==> src/rtl/mmio_io_hub_pkg.sv <==
`default_nettype none
// ============================================================================
//  Module      : mmio_io_hub_pkg
//  Description : Shared address-map constants, read-FSM state encoding and a
//                helper for LED bank offsets used by the MMIO I/O hub.
//  Revision    : 1.0  initial release
// ============================================================================
package mmio_io_hub_pkg;

    // Upper address bits [31:10] that select the I/O window (32-bit bus).
    localparam logic [21:0] IO_SPACE_HI = 22'h3FFFFF;

    // Word-aligned offsets inside the I/O window (io_addr[9:0]).
    localparam logic [9:0]  LED_BASE    = 10'h060;
    localparam logic [9:0]  SW_OFF      = 10'h070;
    localparam logic [9:0]  BTN_OFF     = 10'h074;

    // Blocking switch-read handshake states.
    typedef enum logic [1:0] {
        RD_IDLE = 2'd0,
        RD_WAIT = 2'd1,
        RD_DONE = 2'd2
    } rd_state_e;

    // Offset of LED bank k; banks sit on consecutive words from LED_BASE.
    function automatic logic [9:0] led_offset(input int unsigned k);
        return LED_BASE + 10'(4 * k);
    endfunction

endpackage
`default_nettype wire

==> src/rtl/mmio_io_hub_if.sv <==
`default_nettype none
// ============================================================================
//  Module      : mmio_io_hub_if
//  Description : CPU-side I/O bus of the MMIO hub (read/write strobes, address,
//                data, stall and error). The CPU is the master, the hub the slave.
//  Revision    : 1.0  initial release
// ============================================================================
interface mmio_io_hub_if #(
    parameter int DATA_W = 32
);
    logic              io_rd;
    logic              io_wr;
    logic [DATA_W-1:0] io_addr;
    logic [DATA_W-1:0] io_wdata;
    logic [DATA_W-1:0] io_rdata;
    logic              io_stall;
    logic              io_err;

    modport master (
        output io_rd, io_wr, io_addr, io_wdata,
        input  io_rdata, io_stall, io_err
    );

    modport slave (
        input  io_rd, io_wr, io_addr, io_wdata,
        output io_rdata, io_stall, io_err
    );
endinterface
`default_nettype wire

==> src/rtl/mmio_io_hub_debounce.sv <==
`default_nettype none
// ============================================================================
//  Module      : mmio_io_hub_debounce
//  Description : 2-FF synchroniser followed by a stable-count filter. The
//                output only follows the input after it has held the same
//                value for DEBOUNCE_CYC consecutive cycles.
//  Revision    : 1.0  initial release
// ============================================================================
module mmio_io_hub_debounce #(
    parameter int W            = 1,
    parameter int DEBOUNCE_CYC = 20000
) (
    input  logic         clock,
    input  logic         reset,
    input  logic [W-1:0] raw_i,
    output logic [W-1:0] db_o
);

    localparam int              CNT_W    = $clog2(DEBOUNCE_CYC) + 1;
    localparam logic [CNT_W-1:0] CNT_LAST = CNT_W'(DEBOUNCE_CYC - 1);

    logic [W-1:0]     sync1_q;
    logic [W-1:0]     sync2_q;
    logic [W-1:0]     samp_q;
    logic [W-1:0]     db_q;
    logic [CNT_W-1:0] cnt_q;

    // Two-stage synchroniser for the asynchronous board inputs.
    always_ff @(posedge clock or posedge reset) begin
        if (reset) begin
            sync1_q <= '0;
            sync2_q <= '0;
        end else begin
            sync1_q <= raw_i;
            sync2_q <= sync1_q;
        end
    end

    // Any change restarts the count; the counter parks at its last value
    // so a long-stable input never wraps and re-triggers.
    always_ff @(posedge clock or posedge reset) begin
        if (reset) begin
            samp_q <= '0;
            cnt_q  <= '0;
            db_q   <= '0;
        end else if (sync2_q != samp_q) begin
            samp_q <= sync2_q;
            cnt_q  <= '0;
        end else if (cnt_q != CNT_LAST) begin
            cnt_q  <= cnt_q + CNT_W'(1);
        end else begin
            db_q   <= samp_q;
        end
    end

    assign db_o = db_q;

endmodule
`default_nettype wire

==> src/rtl/mmio_io_hub.sv <==
`default_nettype none
// ============================================================================
//  Module      : mmio_io_hub
//  Description : Memory-mapped I/O hub: debounced switches, LED banks, sticky
//                confirm-button status and an optional blocking switch read
//                that stalls the CPU until the confirm button is pressed.
//  Revision    : 1.0  initial release
// ============================================================================
module mmio_io_hub
    import mmio_io_hub_pkg::*;
#(
    parameter int DATA_W        = 32,
    parameter int SW_W          = 16,
    parameter int LED_W         = 16,
    parameter int LED_BANKS     = 2,
    parameter int DEBOUNCE_CYC  = 20000,
    parameter int READ_BLOCKING = 1
) (
    input  logic                       clock,
    input  logic                       reset,
    mmio_io_hub_if.slave               bus,
    input  logic [SW_W-1:0]            switches,
    input  logic                       confirm_btn,
    output logic [LED_BANKS*LED_W-1:0] led_out
);

    localparam int HI_W = DATA_W - 10;

    // ------------------------------------------------------------------
    // Address decode
    // ------------------------------------------------------------------
    logic [9:0]           w_offset;
    logic                 w_in_space;
    logic                 w_sw_hit;
    logic                 w_btn_hit;
    logic [LED_BANKS-1:0] w_led_hit;
    logic                 w_mapped;

    assign w_offset   = bus.io_addr[9:0];
    assign w_in_space = (bus.io_addr[DATA_W-1:10] == HI_W'(IO_SPACE_HI));
    assign w_sw_hit   = w_in_space && (w_offset == SW_OFF);
    assign w_btn_hit  = w_in_space && (w_offset == BTN_OFF);
    assign w_mapped   = w_sw_hit || w_btn_hit || (|w_led_hit);

    // ------------------------------------------------------------------
    // Input conditioning
    // ------------------------------------------------------------------
    logic [SW_W-1:0] w_sw_db;
    logic            w_btn_db;
    logic            btn_prev_q;
    logic            w_btn_rise;

    mmio_io_hub_debounce #(
        .W            (SW_W),
        .DEBOUNCE_CYC (DEBOUNCE_CYC)
    ) u_sw_debounce (
        .clock (clock),
        .reset (reset),
        .raw_i (switches),
        .db_o  (w_sw_db)
    );

    mmio_io_hub_debounce #(
        .W            (1),
        .DEBOUNCE_CYC (DEBOUNCE_CYC)
    ) u_btn_debounce (
        .clock (clock),
        .reset (reset),
        .raw_i (confirm_btn),
        .db_o  (w_btn_db)
    );

    assign w_btn_rise = w_btn_db & ~btn_prev_q;

    // ------------------------------------------------------------------
    // LED banks: one register per bank, concatenated onto led_out
    // ------------------------------------------------------------------
    for (genvar k = 0; k < LED_BANKS; k++) begin : g_led_bank
        logic [LED_W-1:0] bank_q;

        assign w_led_hit[k] = w_in_space && (w_offset == led_offset(k));

        // Bank k captures the low LED_W bits of a write to its offset.
        always_ff @(posedge clock or posedge reset) begin
            if (reset) begin
                bank_q <= '0;
            end else if (bus.io_wr && w_led_hit[k]) begin
                bank_q <= bus.io_wdata[LED_W-1:0];
            end
        end

        assign led_out[k*LED_W +: LED_W] = bank_q;
    end

    // Only the low LED_W bits of write data are ever stored.
    if (LED_W < DATA_W) begin : g_wdata_pad
        logic w_unused_wdata;
        assign w_unused_wdata = ^bus.io_wdata[DATA_W-1:LED_W];
    end

    // ------------------------------------------------------------------
    // Switch read handshake FSM
    // ------------------------------------------------------------------
    rd_state_e       state_q;
    rd_state_e       state_d;
    logic            w_stall;
    logic            w_capture;
    logic [SW_W-1:0] sw_cap_q;

    // State register; async reset drops a pending stall immediately.
    always_ff @(posedge clock or posedge reset) begin
        if (reset) begin
            state_q <= RD_IDLE;
        end else begin
            state_q <= state_d;
        end
    end

    // Next-state and stall/capture decode.
    always_comb begin
        state_d   = state_q;
        w_stall   = 1'b0;
        w_capture = 1'b0;
        case (state_q)
            RD_IDLE: begin
                if ((READ_BLOCKING != 0) && bus.io_rd && w_sw_hit) begin
                    w_stall = 1'b1;
                    state_d = RD_WAIT;
                end
            end
            RD_WAIT: begin
                if (!(bus.io_rd && w_sw_hit)) begin
                    state_d = RD_IDLE;
                end else begin
                    w_stall = 1'b1;
                    if (w_btn_rise) begin
                        w_capture = 1'b1;
                        state_d   = RD_DONE;
                    end
                end
            end
            RD_DONE: begin
                state_d = RD_IDLE;
            end
            default: begin
                state_d = RD_IDLE;
            end
        endcase
    end

    // ------------------------------------------------------------------
    // Sticky status, switch capture, error pulse, button edge history
    // ------------------------------------------------------------------
    logic sticky_q;
    logic sticky_d;
    logic err_q;

    // A status read clears the flag, but a rise in the same cycle wins.
    // A rise consumed by a pending blocking read does not mark the flag.
    always_comb begin
        sticky_d = sticky_q;
        if (bus.io_rd && w_btn_hit) begin
            sticky_d = 1'b0;
        end
        if (w_btn_rise && !w_capture) begin
            sticky_d = 1'b1;
        end
    end

    // Status/capture registers and the one-cycle unmapped-access pulse.
    always_ff @(posedge clock or posedge reset) begin
        if (reset) begin
            sticky_q   <= 1'b0;
            sw_cap_q   <= '0;
            err_q      <= 1'b0;
            btn_prev_q <= 1'b0;
        end else begin
            sticky_q   <= sticky_d;
            btn_prev_q <= w_btn_db;
            err_q      <= (bus.io_rd || bus.io_wr) && w_in_space && !w_mapped;
            if (w_capture) begin
                sw_cap_q <= w_sw_db;
            end
        end
    end

    // ------------------------------------------------------------------
    // Read data mux (combinational from registered state)
    // ------------------------------------------------------------------
    logic [DATA_W-1:0] w_rdata;

    // Zero-extended read of whichever register the offset selects.
    always_comb begin
        w_rdata = '0;
        if (bus.io_rd && !reset) begin
            for (int k = 0; k < LED_BANKS; k++) begin
                if (w_led_hit[k]) begin
                    w_rdata[LED_W-1:0] = led_out[k*LED_W +: LED_W];
                end
            end
            if (w_btn_hit) begin
                w_rdata[0] = sticky_q;
            end
            if (w_sw_hit) begin
                if (READ_BLOCKING != 0) begin
                    if (state_q == RD_DONE) begin
                        w_rdata[SW_W-1:0] = sw_cap_q;
                    end
                end else begin
                    w_rdata[SW_W-1:0] = w_sw_db;
                end
            end
        end
    end

    assign bus.io_rdata = w_rdata;
    assign bus.io_stall = w_stall & ~reset;
    assign bus.io_err   = err_q;

endmodule
`default_nettype wire

==> src/flat_wrapper.sv <==
// flat-port wrapper written by rule: the top's interface ports become plain ports
module mmio_io_hub_flat import mmio_io_hub_pkg::*;
#(
    parameter int DATA_W        = 32,
    parameter int SW_W          = 16,
    parameter int LED_W         = 16,
    parameter int LED_BANKS     = 2,
    parameter int DEBOUNCE_CYC  = 20000,
    parameter int READ_BLOCKING = 1
)
  (clock, reset, switches, confirm_btn, led_out, bus_io_rd, bus_io_wr, bus_io_addr, bus_io_wdata, bus_io_rdata, bus_io_stall, bus_io_err);
  mmio_io_hub_if #(.DATA_W(DATA_W)) bus_i ();
  input  logic clock;
  input  logic reset;
  input  logic [SW_W-1:0] switches;
  input  logic confirm_btn;
  output logic [LED_BANKS*LED_W-1:0] led_out;
  input wire logic [$bits(bus_i.io_rd)-1:0] bus_io_rd;
  input wire logic [$bits(bus_i.io_wr)-1:0] bus_io_wr;
  input wire logic [$bits(bus_i.io_addr)-1:0] bus_io_addr;
  input wire logic [$bits(bus_i.io_wdata)-1:0] bus_io_wdata;
  output wire logic [$bits(bus_i.io_rdata)-1:0] bus_io_rdata;
  output wire logic [$bits(bus_i.io_stall)-1:0] bus_io_stall;
  output wire logic [$bits(bus_i.io_err)-1:0] bus_io_err;
  assign bus_i.io_rd = bus_io_rd;
  assign bus_i.io_wr = bus_io_wr;
  assign bus_i.io_addr = bus_io_addr;
  assign bus_i.io_wdata = bus_io_wdata;
  assign bus_io_rdata = bus_i.io_rdata;
  assign bus_io_stall = bus_i.io_stall;
  assign bus_io_err = bus_i.io_err;
  mmio_io_hub #(.DATA_W(DATA_W), .SW_W(SW_W), .LED_W(LED_W), .LED_BANKS(LED_BANKS), .DEBOUNCE_CYC(DEBOUNCE_CYC), .READ_BLOCKING(READ_BLOCKING)) u_core (.clock(clock), .reset(reset), .bus(bus_i), .switches(switches), .confirm_btn(confirm_btn), .led_out(led_out));
endmodule
==> config.mk <==
export PLATFORM = sky130hd
export DESIGN_NAME = mmio_io_hub_flat
export DESIGN_NICKNAME = d
export VERILOG_FILES = /design/src/rtl/mmio_io_hub_pkg.sv /design/src/rtl/mmio_io_hub_if.sv /design/src/rtl/mmio_io_hub_debounce.sv /design/src/rtl/mmio_io_hub.sv /design/src/flat_wrapper.sv
export SDC_FILE = /design/constraint.sdc
export NUM_CORES = 1
export LEC_CHECK = 0
export CORE_UTILIZATION = 57
export CTS_CLUSTER_DIAMETER = 120
export DETAILED_ROUTE_END_ITERATION = 16
export DONT_BUFFER_PORTS = 1
export PLACE_DENSITY = 0.75
export SYNTH_ARGS = -nofsm -noshare
export SYNTH_HDL_FRONTEND = slang
export SYNTH_SLANG_ARGS = --single-unit
==> constraint.sdc <==
create_clock -name clock -period 4.5 [get_ports clock]
set_clock_uncertainty 0.2 [all_clocks]
set_input_delay 0.45 -clock clock [delete_from_list [all_inputs] [get_ports clock]]
set_output_delay 0.45 -clock clock [all_outputs]
set_load 0.03 [all_outputs]
Word level (Yosys, flattened, before mapping)
Cells that the tools add are included.
{"block": "classes", "add_sub_neg": 2, "n_eq_ne": 13, "n_mux": 21, "n_bitwise": 8, "reduce_logical": 27}
{"cell": "2-to-1 mux 16 bit", "n": 9}
{"cell": "equality test 10 x 7 -> 1 bit (second input constant)", "n": 4}
{"cell": "adder 16 x 1 -> 16 bit (second input constant)", "n": 2}
{"cell": "!= test 16 x 15 -> 1 bit (second input constant)", "n": 2}
{"cell": "equality test 22 bit (second input constant)", "n": 1}
{"cell": "!= test 16 bit", "n": 1}
{"cell": "logical AND 1 bit", "n": 12}
{"cell": "2-to-1 mux 1 bit", "n": 8}
{"cell": "2-to-1 mux 2 bit", "n": 3}
{"cell": "NOT 1 bit", "n": 6}
{"cell": "AND reduction 2 bit", "n": 3}
{"cell": "nonzero test 2 bit", "n": 3}
{"cell": "one-hot mux 2 bit (2 select lines)", "n": 1}
{"cell": "OR reduction 2 bit", "n": 2}
{"cell": "logical NOT 1 bit", "n": 3}
{"cell": "logical OR 1 bit", "n": 3}
{"cell": "!= test 3 x 2 -> 1 bit (second input constant)", "n": 1}
{"cell": "bitwise AND 1 bit", "n": 2}
{"cell": "equality test 2 x 1 -> 1 bit (second input constant)", "n": 1}
{"cell": "equality test 2 bit (second input constant)", "n": 1}
{"cell": "logical NOT 2 bit", "n": 1}
{"cell": "!= test 2 x 1 -> 1 bit (second input constant)", "n": 1}
{"cell": "!= test 1 bit", "n": 1}
{"block": "totals", "register_bits": 153, "output_inout_bits": 66, "word_cells": 88}

Longest topological paths before layout
{"block": "logic_depth", "depth_word": 8, "ltp_mapped": 7, "mapped_depth_nobuf": 6}

Modules after synthesis
A second synthesis with hierarchy kept.
{"block": "unflattened", "hier_cells": 527, "hier_area_um2": 6596.3}
{"mod": "mmio_io_hub_debounce (u_core.u_sw_debounce)", "instances": 1, "cells_per_inst": 202, "area_per_inst_um2": 2851.5, "seq_area_each_um2": 2001.9}
{"mod": "mmio_io_hub", "instances": 1, "cells_per_inst": 227, "area_per_inst_um2": 2750.1, "seq_area_each_um2": 1326.3}
{"mod": "mmio_io_hub_debounce (u_core.u_btn_debounce)", "instances": 1, "cells_per_inst": 98, "area_per_inst_um2": 994.7, "seq_area_each_um2": 500.5}

Least setup slack after synthesis
No wires, ideal clock.
{"block": "synth_timing", "path_type": "in2out", "startpoint": "input reset", "endpoint": "output bus_io_rdata[10]", "arrival_ns": 4.612, "t_required_ns": 3.850, "path_slack_ns": -0.762, "stages": 5, "cell_sequence": "inv_1 -> nand2b_1 -> clkbuf_1 -> clkbuf_1 -> nor2_1"}
{"block": "synth_between", "elab_chain_cells": 3}
{"element": "start: declaration", "line": "flat_wrapper.sv:14", "rtl": "input logic reset;"}
{"element": "logical NOT 1 bit (no line)"}
{"element": "logical AND 1 bit", "line": "mmio_io_hub.sv:195", "rtl": "if (bus.io_rd && !reset) begin"}
{"element": "2-to-1 mux 16 bit", "line": "mmio_io_hub.sv:195"}
{"element": "end: declaration", "line": "flat_wrapper.sv:22", "rtl": "output wire logic [$bits(bus_i.io_rdata)-1:0] bus_io_rdata;"}
Every way passes these cells.

Worst setup path after layout
{"block": "layout_timing", "startpoint": "register u_core.u_sw_debounce.samp_q[15]", "endpoint": "register u_core.u_sw_debounce.db_q[10] (netlist: u_core.u_sw_debounce.db_o[10])"}
{"block": "layout_between", "elab_chain_cells": 3}
{"element": "start: declaration", "line": "mmio_io_hub_debounce.sv:24", "rtl": "logic [W-1:0] samp_q;"}
{"element": "start signal: assignment", "line": "mmio_io_hub_debounce.sv:47", "rtl": "samp_q <= sync2_q;"}
{"element": "!= test 16 bit", "line": "mmio_io_hub_debounce.sv:46", "rtl": "end else if (sync2_q != samp_q) begin"}
{"element": "NOT 1 bit (no line)"}
{"element": "AND reduction 2 bit (no line)"}
{"element": "end signal: assignment", "line": "mmio_io_hub_debounce.sv:52", "rtl": "db_q <= samp_q;"}
{"element": "end: declaration", "line": "mmio_io_hub_debounce.sv:25", "rtl": "logic [W-1:0] db_q;"}
Every way passes these cells.
A chain may end at the register's enable or synchronous reset.

==> results.md <==
- Rel. slew slack: a little under a fifth
- CP Capture Type: flip-flop
- Setup WS pre-CTS: 1.273 ns
- First drt pass iteration count: 4
- Internal: ~0.0024 W
- Die area: 11710 µm²
- Routed length per instance: roughly 18 µm
- Drt initial violations: around 280
- VDD IR max: between 0.0002 and 0.0003 V
- Critical-path top delay cell: nor2_2
- Cell leakage power: approximately 3.4 nW
- Flops & latches, synth: roughly 150
- Sw frac: a little over a fifth
- XOR/XNOR share of the synthesized area: between 5 and 6%
- Horiz. Die Dim: ~110 µm
- Share of post-route cells with drive strength above 1: between 20% and 30%
- Hold Path Class: primary input to async pin
- Overall power: 0.002984 W
- Switching power: 0.0006253 W
- # rows: 38
- Num ports: about 150
- Post-synth EDFFs: 0
- DRC errors left: 0
- Slowest stage delay, CP: approximately 0.86 ns
- Vias in the first global route: around 4000
- Design Area, Final: 7408 µm²
- Adder-cell area share of the yosys netlist: less than 1%
- Failing checks: hold timing
- Synth unique cells: 48
- Tmin final: ~3.2 ns
- Seq pwr share: a little under half
- Buffers on Ports: 0
- Core Area: roughly 11000 µm²
- H-tree depth: 4
- Critical path class: flip-flop to flip-flop
- GR Util All Layers: around 22%
- CTS buffer count: 17
- Synth Area per Inst: around 12 µm²
- Max_cap viols: 0
- Worst-path cell chain: xor2_1 > nor4_1 > nand4_1 > nor2_2 > mux2_2
- Antenna violations before repair: 1
- Die Ht: roughly 110 µm
- Combinational share of power: between 3 and 4%
- Fin. max-slew vios: 0
- Cells after Synth: 518
- Clock network fraction of design power: roughly half
- Placer Congestion: about 0.8
- Worst setup SP type: flip-flop
- Fin Setup TNS: 0 ns
- Nets@finish: between 600 and 700
- Worst Hold Slack: -0.02017 ns
- Starting Density: about three fifths
- Simple-Gate Fraction of Synth Area: about an eighth
- CTS tree: built
- CTS root buf: clkbuf_16
- Largest family of logic cells by synthesized area: multiplexers
- Setup violators final: 0
- CTS Sinks: about 150
- Synth area leaders: dfrtp_1 60%, mux2_2 9.6%, xor2_1 4.2%
- Final Hold Viols: 14
- Resized Gates After CTS: 0
- Crit path DAT: between 3 and 4 ns
- Yosys top cell area share: around three fifths
- Final worst slack: around 1.3 ns
- Cell Area, Synth: ~6400 µm²
- Dpl cell area: 6432 µm²
- First-pass GRT wire length: between 15000 and 20000 µm
- Crit-path max FO: 17
- Synth Area in Compound Gates: 2.782%
- GRT overflow: 0
- Clk buf depth: 2
- Total wire length: roughly 12000 µm
- Proportion of synthesized area in mux cells: between 10% and 20%
- Hpwl dp: 8182 µm
- Vias per std cell: 5.606
- RSZ-0062 raised after global routing: no
- Total number of vias: roughly 4000
- Fmax: 0.3168 GHz
- CP required: between 4 and 5 ns
- Share of flip-flops with an asynchronous set or reset: 100.0%
- Clk slew on worst S/H paths: around 0.06 ns
- Synth Warn #: 0
- Final period util: a little over two thirds
- Status: complete, but fails checks
- CP bufs+invs: 0
- Largest net degree at the start of global routing: between 80 and 90
- Sequential-to-total area share from yosys stat: roughly 60%
- Worst-skew pair later-pin latency: slightly above 0.4 ns
- Area Overhead vs Synth: 15.17%
- CP top delay family: simple AND/OR/NAND/NOR gates
- Routed Antenna Nets: 0
- Area leader, netlist: dfrtp_1
- P per Cell Area: slightly above 400 nW/µm²
- Top FF cell, synth: dfrtp_1
- Worst Tran Pin Value: roughly 1.2 ns
- Fillers: between 700 and 800
[layout by cell type, fill, tap and decap left out, types with 16 or more instances in the layout]
cell	n
conb_1	16
xor2_1	31
mux2i_1	17
nor2_1	68
nand2_1	21
dlygate4sd3_1	36
dfrtp_1	153
a21oi_1	18
clkbuf_16	17
mux2_2	55
[kinds of logic after synthesis]
group	Yosys count
mux	82
flops	153
simple gates	154
other cells	1
fa+ha+maj	2
buf+inv	53
xor+xnor	41
compound gates	32
[power by group through the flow]
stage	Clock (W)	Combinational [W]	Sequential [W]
5_1_grt	0.00154	0.000118	0.00143
3_3_place_gp	0	0.0000778	0.00145
4_1_cts	0.00149	0.000107	0.00142
2_1_floorplan	0	0.0000870	0.00144
3_5_place_dp	0	0.0000803	0.00145
6_report	0.00146	0.000106	0.00142
[per-layer routing]
layer / global-route usage [%] / up-vias / part of all wire, %
li1: - / 1787 / -
met1: 28.59 / 1932 / 44
met2: 35.62 / 151 / 48
met3: 5.184 / 26 / 5.4
met4: 12.33 / 0 / 3.2
met5: 0 / - / 0
[cell usage after synthesis (all sizes together) (2+ instances only)]
library cell,instances
dfrtp,153
a211oi,4
nand3,8
nor4bb,2
a21oi,18
nor2,69
nand2,21
and3,6
mux2i,17
and4,4
xnor2,10
ha,2
xor2,31
mux2,65
buf,24
nor3b,2
o21ai,5
clkbuf,25
nor3,6
nand4,14
or3,2
nor4b,4
nor4,9
inv,4
a31oi,3
[per-stage QoR]
stage	instances	hold WS (ns)	utilization, %
final	695	-0.02017	67.75
after global routing	695	0.05471	67.75
after CTS	694	0.001103	67.72
after detailed placement	626	0.1347	58.82
after global placement	626	0.1333	58.82
after floorplan	533	0.1312	-
[path summary, 6_finish.rpt]
check                           slack, ns                                         from                                          to  depth (start not counted)
worst max register to register       1.34  u_core.u_sw_debounce.samp_q[15]$_DFFE_PP0N_   u_core.u_sw_debounce.db_o[10]$_DFFE_PP0P_                          5
min in group clock                   0.02                               bus_io_addr[2]                 u_core.sticky_q$_DFFE_PP0P_                          3
max in group asynchronous            2.55                                        reset   u_core.u_sw_debounce.sync1_q[3]$_DFF_PP0_                          3
worst min-delay path                -0.02                                        reset  u_core.g_led_bank[1].bank_q[8]$_DFFE_PP0P_                          2
worst max-delay path                 1.34  u_core.u_sw_debounce.samp_q[15]$_DFFE_PP0N_   u_core.u_sw_debounce.db_o[10]$_DFFE_PP0P_                          5
worst min register to register       0.15    u_core.u_sw_debounce.sync1_q[6]$_DFF_PP0_   u_core.u_sw_debounce.sync2_q[6]$_DFF_PP0_                          0
[worst register-to-register path: stages, from the launching register on]
cell and delay, ns:
dfrtp_1 0.39, xor2_1 0.17, nor4_1 0.38, nand4_1 0.64, nor2_2 0.86, mux2_2 0.41
[sequential cells by signal, indices dropped and copies added, names as in the netlist]
name	flops
u_core.u_btn_debounce.db_o	1
u_core.bus.io_err	1
u_core.u_btn_debounce.sync1_q	1
u_core.u_sw_debounce.cnt_q	16
u_core.btn_prev_q	1
u_core.u_btn_debounce.samp_q	1
u_core.g_led_bank.bank_q	32
u_core.sw_cap_q	16
u_core.state_q	2
u_core.sticky_q	1
u_core.u_sw_debounce.sync1_q	16
u_core.u_sw_debounce.db_o	16
u_core.u_sw_debounce.samp_q	16
u_core.u_sw_debounce.sync2_q	16
u_core.u_btn_debounce.sync2_q	1
u_core.u_btn_debounce.cnt_q	16
[area by class of cell]
class                      instances  area [µm²]  share of cell area, %
antenna                            1       2.502                0.03378
clock buffer                      21       470.5                  6.350
clock inverter                    11       142.6                  1.925
inverter                           4       18.77                 0.2533
multi-input combinational        327        2395                  32.33
sequential                       153        3829                  51.68
tap                              140       175.2                  2.364
timing repair buffer              38       375.4                  5.067
[what timing repair did]
| action | CTS | global route |
|---|---|---|
| buffers inserted | 0 | 0 |
| endpoints found under the hold margin | 51 | 0 |
| hold buffers | 36 | 0 |
(Power assumes the default switching activity.)
